`src/rtl/fpu_pkg.sv`:
```
// Shared FPU definitions: multiplier timing, tag width,
// writeback entry layout and a few FP bit patterns.
package fpu_pkg;

  localparam int FMUL_LATENCY = 2;
  localparam int FMUL_OVF_LAT = 1;
  localparam int FPU_TAGW     = 6;

  localparam logic [31:0] ZERO = 32'h0000_0000;
  localparam logic [31:0] PINF = 32'h7F80_0000;

  typedef struct packed {
    logic [31:0]         data;
    logic                ovf;
    logic [FPU_TAGW-1:0] tag;
  } wb_entry_t;

endpackage

```
`src/rtl/wb_fifo.sv`:
```
// Generic synchronous show-ahead FIFO with flush.
// Head entry is visible on rdata whenever count != 0.
module wb_fifo #(
  parameter  int DEPTH = 4,
  parameter  int W     = 39,
  localparam int AW    = $clog2(DEPTH),
  localparam int CW    = AW + 1
) (
  input  logic          clk,
  input  logic          rstn,
  input  logic          flush,
  input  logic          push,
  input  logic [W-1:0]  wdata,
  input  logic          pop,
  output logic [W-1:0]  rdata,
  output logic [CW-1:0] count,
  output logic          empty
);

  logic [W-1:0]  mem [DEPTH];
  logic [AW-1:0] wp;
  logic [AW-1:0] rp;
  logic          full;
  logic          do_pop;

  assign full   = (count == CW'(DEPTH));
  assign empty  = (count == '0);
  assign do_pop = pop & ~empty;
  assign rdata  = mem[rp];

  // Storage, wrapping pointers and occupancy.
  always_ff @(posedge clk) begin
    if (!rstn) begin
      wp    <= '0;
      rp    <= '0;
      count <= '0;
      for (int i = 0; i < DEPTH; i++)
        mem[i] <= '0;
    end else if (flush) begin
      wp    <= '0;
      rp    <= '0;
      count <= '0;
    end else begin
      if (push) begin
        mem[wp] <= wdata;
        wp      <= wp + AW'(1);
      end
      if (do_pop)
        rp <= rp + AW'(1);
      count <= count + CW'(push) - CW'(do_pop);
    end
  end

  // Upstream credit gating must make this impossible.
  always_ff @(posedge clk) begin
    if (rstn && !flush)
      assert (!(push && full));
  end

endmodule

```
`src/rtl/fmul_wb_queue.sv`:
```
// Tracks in-flight FP multiplies and queues their
// results for writeback with credit-gated issue.
module fmul_wb_queue import fpu_pkg::*; #(
  parameter  int LATENCY = FMUL_LATENCY,
  parameter  int OVF_LAT = FMUL_OVF_LAT,
  parameter  int DEPTH   = 4,
  parameter  int TAGW    = FPU_TAGW,
  localparam int CW      = $clog2(DEPTH) + 1
) (
  input  logic            clk,
  input  logic            rstn,
  input  logic            flush,
  input  logic            in_valid,
  input  logic [TAGW-1:0] in_tag,
  output logic            in_ready,
  input  logic [31:0]     mul_y,
  input  logic            mul_ovf,
  output logic            out_valid,
  output logic [31:0]     out_data,
  output logic [TAGW-1:0] out_tag,
  output logic            out_ovf,
  input  logic            out_ready,
  output logic [CW-1:0]   count
);

  localparam int EW = 33 + TAGW;
  localparam int OD = LATENCY - OVF_LAT;
  localparam int SW = 16;

  logic [LATENCY-1:0] v;
  logic [TAGW-1:0]    tg [LATENCY];
  logic               fire;
  logic               push;
  logic               pop;
  logic               ovf_al;
  logic               empty;
  logic [SW-1:0]      inflight;
  logic [EW-1:0]      rd;

  assign fire = in_valid & in_ready;
  assign push = v[LATENCY-1];
  assign pop  = out_valid & out_ready;

  // Valid/tag pipe mirroring the multiplier latency.
  always_ff @(posedge clk) begin
    if (!rstn) begin
      v <= '0;
      for (int i = 0; i < LATENCY; i++)
        tg[i] <= '0;
    end else begin
      v[0]  <= fire & ~flush;
      tg[0] <= in_tag;
      for (int i = 1; i < LATENCY; i++) begin
        v[i]  <= v[i-1] & ~flush;
        tg[i] <= tg[i-1];
      end
    end
  end

  if (OD == 0) begin : g_ovf_direct
    assign ovf_al = mul_ovf;
  end else begin : g_ovf_pipe
    logic [OD-1:0] od;

    // Delay the early overflow flag to product timing.
    always_ff @(posedge clk) begin
      if (!rstn) begin
        od <= '0;
      end else begin
        od[0] <= mul_ovf;
        for (int i = 1; i < OD; i++)
          od[i] <= od[i-1];
      end
    end

    assign ovf_al = od[OD-1];
  end

  // Count results already committed to the pipe.
  always_comb begin
    inflight = '0;
    for (int i = 0; i < LATENCY; i++)
      inflight = inflight + SW'(v[i]);
  end

  assign in_ready = (SW'(count) + inflight) < SW'(DEPTH);

  wb_fifo #(
    .DEPTH (DEPTH),
    .W     (EW)
  ) u_fifo (
    .clk   (clk),
    .rstn  (rstn),
    .flush (flush),
    .push  (push),
    .wdata ({mul_y, ovf_al, tg[LATENCY-1]}),
    .pop   (pop),
    .rdata (rd),
    .count (count),
    .empty (empty)
  );

  assign out_valid = ~empty;
  assign {out_data, out_ovf, out_tag} = rd;

endmodule

```
`config.mk`:
```
export PLATFORM = sky130hd
export DESIGN_NAME = fmul_wb_queue
export DESIGN_NICKNAME = d
export VERILOG_FILES = /design/src/rtl/fpu_pkg.sv /design/src/rtl/wb_fifo.sv /design/src/rtl/fmul_wb_queue.sv
export SDC_FILE = /design/constraint.sdc
export NUM_CORES = 1
export LEC_CHECK = 0
export ABC_CLOCK_PERIOD_IN_PS = 5900
export BUFFER_PORTS_ARGS = -buffer_cell sky130_fd_sc_hd__buf_2
export CELL_PAD_IN_SITES_DETAIL_PLACEMENT = 1
export CELL_PAD_IN_SITES_GLOBAL_PLACEMENT = 1
export CORE_MARGIN = 2
export CORE_UTILIZATION = 35
export CTS_BUF_LIST = sky130_fd_sc_hd__clkbuf_8
export DETAILED_ROUTE_END_ITERATION = 8
export PLACE_DENSITY_LB_ADDON = 0.1
export SLEW_MARGIN = 25
export SYNTH_ARGS = -nofsm -noshare
export SYNTH_HDL_FRONTEND = slang
export SYNTH_SLANG_ARGS = --single-unit
```
`constraint.sdc`:
```
create_clock -name clk -period 5.9 [get_ports clk]
set_input_delay 0.295 -clock clk [delete_from_list [all_inputs] [get_ports clk]]
set_output_delay 0.295 -clock clk [all_outputs]
set_load 0.03 [all_outputs]
```
==> impl_metrics.tcl <==
set metrics [dict create \
    antenna_cells 0 \
    syn_area_per_cell_um2 16.5 \
    crit_fanout 44 \
    r2r-start "v[1]$_SDFF_PN0_" \
    synth-edff-count 156 \
    drcViolationCount 0 \
    max-slew-margin-rel_pct 37.1 \
    endpoint_kind "register" \
    dr.first_iter.drc_count 195 \
    multi_input_comb_area_um2 2320 \
    grt_pass1_wl_um 27000 \
    status "completed" \
    rsz0062_at_grt "false" \
    synth_seq_area_share_pct 67.6 \
    design_area_um2 8730 \
    regToRegEndpoint "u_fifo.mem[0][23]$_SDFFCE_PN0P_" \
    synth_fp_nets 512 \
    sequentialPowerShare_pct 60.1 \
    most-common-layout-cells "edfxtp_1, and2_1, buf_2, mux4_2, and3_1" \
    dr.pass1.iters 4 \
    cts_max_path_buffers 2 \
    tightest_slew_ps 943 \
    wl_per_cell_um 20.7 \
    hold_buffers 0 \
    hold_depth 2 \
    die_h_um 152 \
    p_leak_nw 3.39 \
    root_buffer "clkbuf_8" \
    drv_cap 0 \
    synth_cell_types 30 \
    wl_um 17300 \
    fillers 2211 \
    cts_tree "built" \
    clock_latency_ps 450 \
    ant_nets 0 \
    clock.fmax_mhz 342 \
    h-tree-depth 4 \
    vias 4109 \
    cts.clk_slew.worst_paths_ps 90 \
    swShare_pct 22.8 \
    pwr-share-clk_pct 34.7 \
    avgViaCountPerCell 4.91 \
    areaGrowthSynthToFinish_pct 14.3 \
    finalCriticalPeriod_ps 2920 \
    totalNegativeSetupSlack_ps 0 \
    cp.required_ps 5980 \
    final_nets 593 \
    syn_area_um2 7630 \
    place_area_um2 8340 \
    routabilityCongestion 0.679 \
    placementRows 54 \
    path_class "register to register" \
    grt_max_degree 45 \
    rrSetupSlack_ps 2980 \
    min_path_type "input pin to register" \
    final_util_pct 40.4 \
    drv_slew 0 \
    die-width_um 152 \
    cp.arrival_ps 3000 \
    die_area_um2 23000 \
    switchingPower_mw 0.544 \
    grt.overflow.total 0 \
    pin_count 88 \
    power_frac_comb_pct 5.3 \
    core_area_um2 21600 \
    fin_skew_ps 8.99 \
    clkSinkCount 180 \
    drive_above_1_share_pct 37.5 \
    ir_worst_vdd_mv 0.150 \
    start_kind "register" \
    p_int_mw 1.84 \
    p_per_area_nw_per_um2 274 \
    r2r_cells 4 \
    final_hold_viol_count 0 \
    min_to "tg[0][3]$_SDFF_PN0_" \
    ys_seq_elements 180 \
    track_usage_pct 16.1 \
    power_mw 2.39 \
    cts.repair.resized 0 \
    fin_crit_sh_pct 49.5 \
    synthFlopType "edfxtp_1" \
    synthArstFlopShare_pct 0 \
    start_util_pct 35.3 \
    numPortBuffers 87 \
    dp_hpwl_um 9490 \
    antenna_found_initial 0 \
    hp-start "in_tag[3]" \
    cts_buffers 17 \
    syn_inst 463 \
    yosysWarnings 0 \
    register_area_um2 5170 \
    finalSetupViolCount 0 \
    cts_setup_buffers 0 \
    layout_commonest_cell "edfxtp_1" \
    grt_pass1_vias 4656 \
]
critical path: stages (launching register included):
cell,delay (ps)
dfxtp_2,960
or2b_4,390
nor3_4,120
buf_4,420
or2b_4,630
flip-flops by register name, summed over array words and instances (netlist names), named ones only:
register       cells
u_fifo.count       3
u_fifo.mem       156
tg                12
g_ovf_pipe.od      1
v                  2
u_fifo.rp          2
u_fifo.wp          2
synthesized netlist by cell type, types with 3 or more instances:
master	n	area share, %
nor3_4	3	0.64
clkbuf_1	11	0.54
mux4_2	39	12
and2_2	35	3.4
dfxtp_1	24	6.3
inv_1	5	0.25
nand2b_1	3	0.25
and2_1	98	8.0
buf_2	4	0.26
and3_1	39	3.2
nor2_1	6	0.29
edfxtp_1	156	61
a21oi_1	3	0.20
ha_1	4	0.66
clkbuf_2	12	0.79
power by group through the flow:
| stage | sequential [mW] | clock (mW) | combinational [mW] |
|---|---|---|---|
| final | 1.43 | 0.828 | 0.126 |
| after global routing | 1.44 | 0.896 | 0.137 |
| after CTS | 1.44 | 0.854 | 0.130 |
| after detailed placement | 1.46 | 0 | 0.129 |
| after global placement | 1.46 | 0 | 0.128 |
| after floorplan | 1.46 | 0 | 0.0727 |
layer usage:
| layer | global-route usage [%] | wire (µm) | vias to the layer above |
|---|---|---|---|
| li1 | - | - | 1874 |
| met1 | 20.9 | 7940 | 2140 |
| met2 | 27.7 | 8550 | 80 |
| met3 | 2.78 | 608 | 15 |
| met4 | 5.05 | 243 | 0 |
| met5 | 0 | 0 | - |
worst max-delay path by stage:
stage                         startpoint  cells past startpoint  slack (ps)                               to
2_1_floorplan  u_fifo.wp[1]$_SDFFE_PP0P_                      2        1870       u_fifo.mem[3][0]$_DFFE_PP_
3_3_place_gp             v[1]$_SDFF_PN0_                      4        2660  u_fifo.mem[0][21]$_SDFFCE_PN0P_
3_5_place_dp             v[1]$_SDFF_PN0_                      4        2920  u_fifo.mem[0][25]$_SDFFCE_PN0P_
4_1_cts                  v[1]$_SDFF_PN0_                      4        2900  u_fifo.mem[0][35]$_SDFFCE_PN0P_
5_1_grt                  v[1]$_SDFF_PN0_                      4        2790  u_fifo.mem[0][28]$_SDFFCE_PN0P_
6_report                 v[1]$_SDFF_PN0_                      4        2980  u_fifo.mem[0][23]$_SDFFCE_PN0P_
kinds of logic after synthesis:
kind of cell | count (synthesis) | synth area share (%)
compound gates | 7 | 0.623
buf+inv | 35 | 2.23
flops | 180 | 67.6
mux | 39 | 11.5
simple gates | 193 | 16.6
fa+ha+maj | 5 | 0.918
xor+xnor | 4 | 0.459
cell type report:
cell class,count,share of cell area (%)
Inverter,5,0.215
Tap cell,280,4.01
Multi-Input combinational cell,248,26.6
Sequential cell,180,59.3
Clock buffer,18,2.84
Timing Repair Buffer,92,5.42
Clock inverter,14,1.61
metrics by stage:
stage | std cells | hold WS (ps) | setup WS, ps
after floorplan | 463 | 412 | 1870
after global placement | 805 | 421 | 2660
after detailed placement | 805 | 422 | 2920
after CTS | 837 | 15.3 | 2900
after global routing | 837 | 26.4 | 2790
final | 837 | 48.5 | 2980
(Power assumes the default switching activity.)
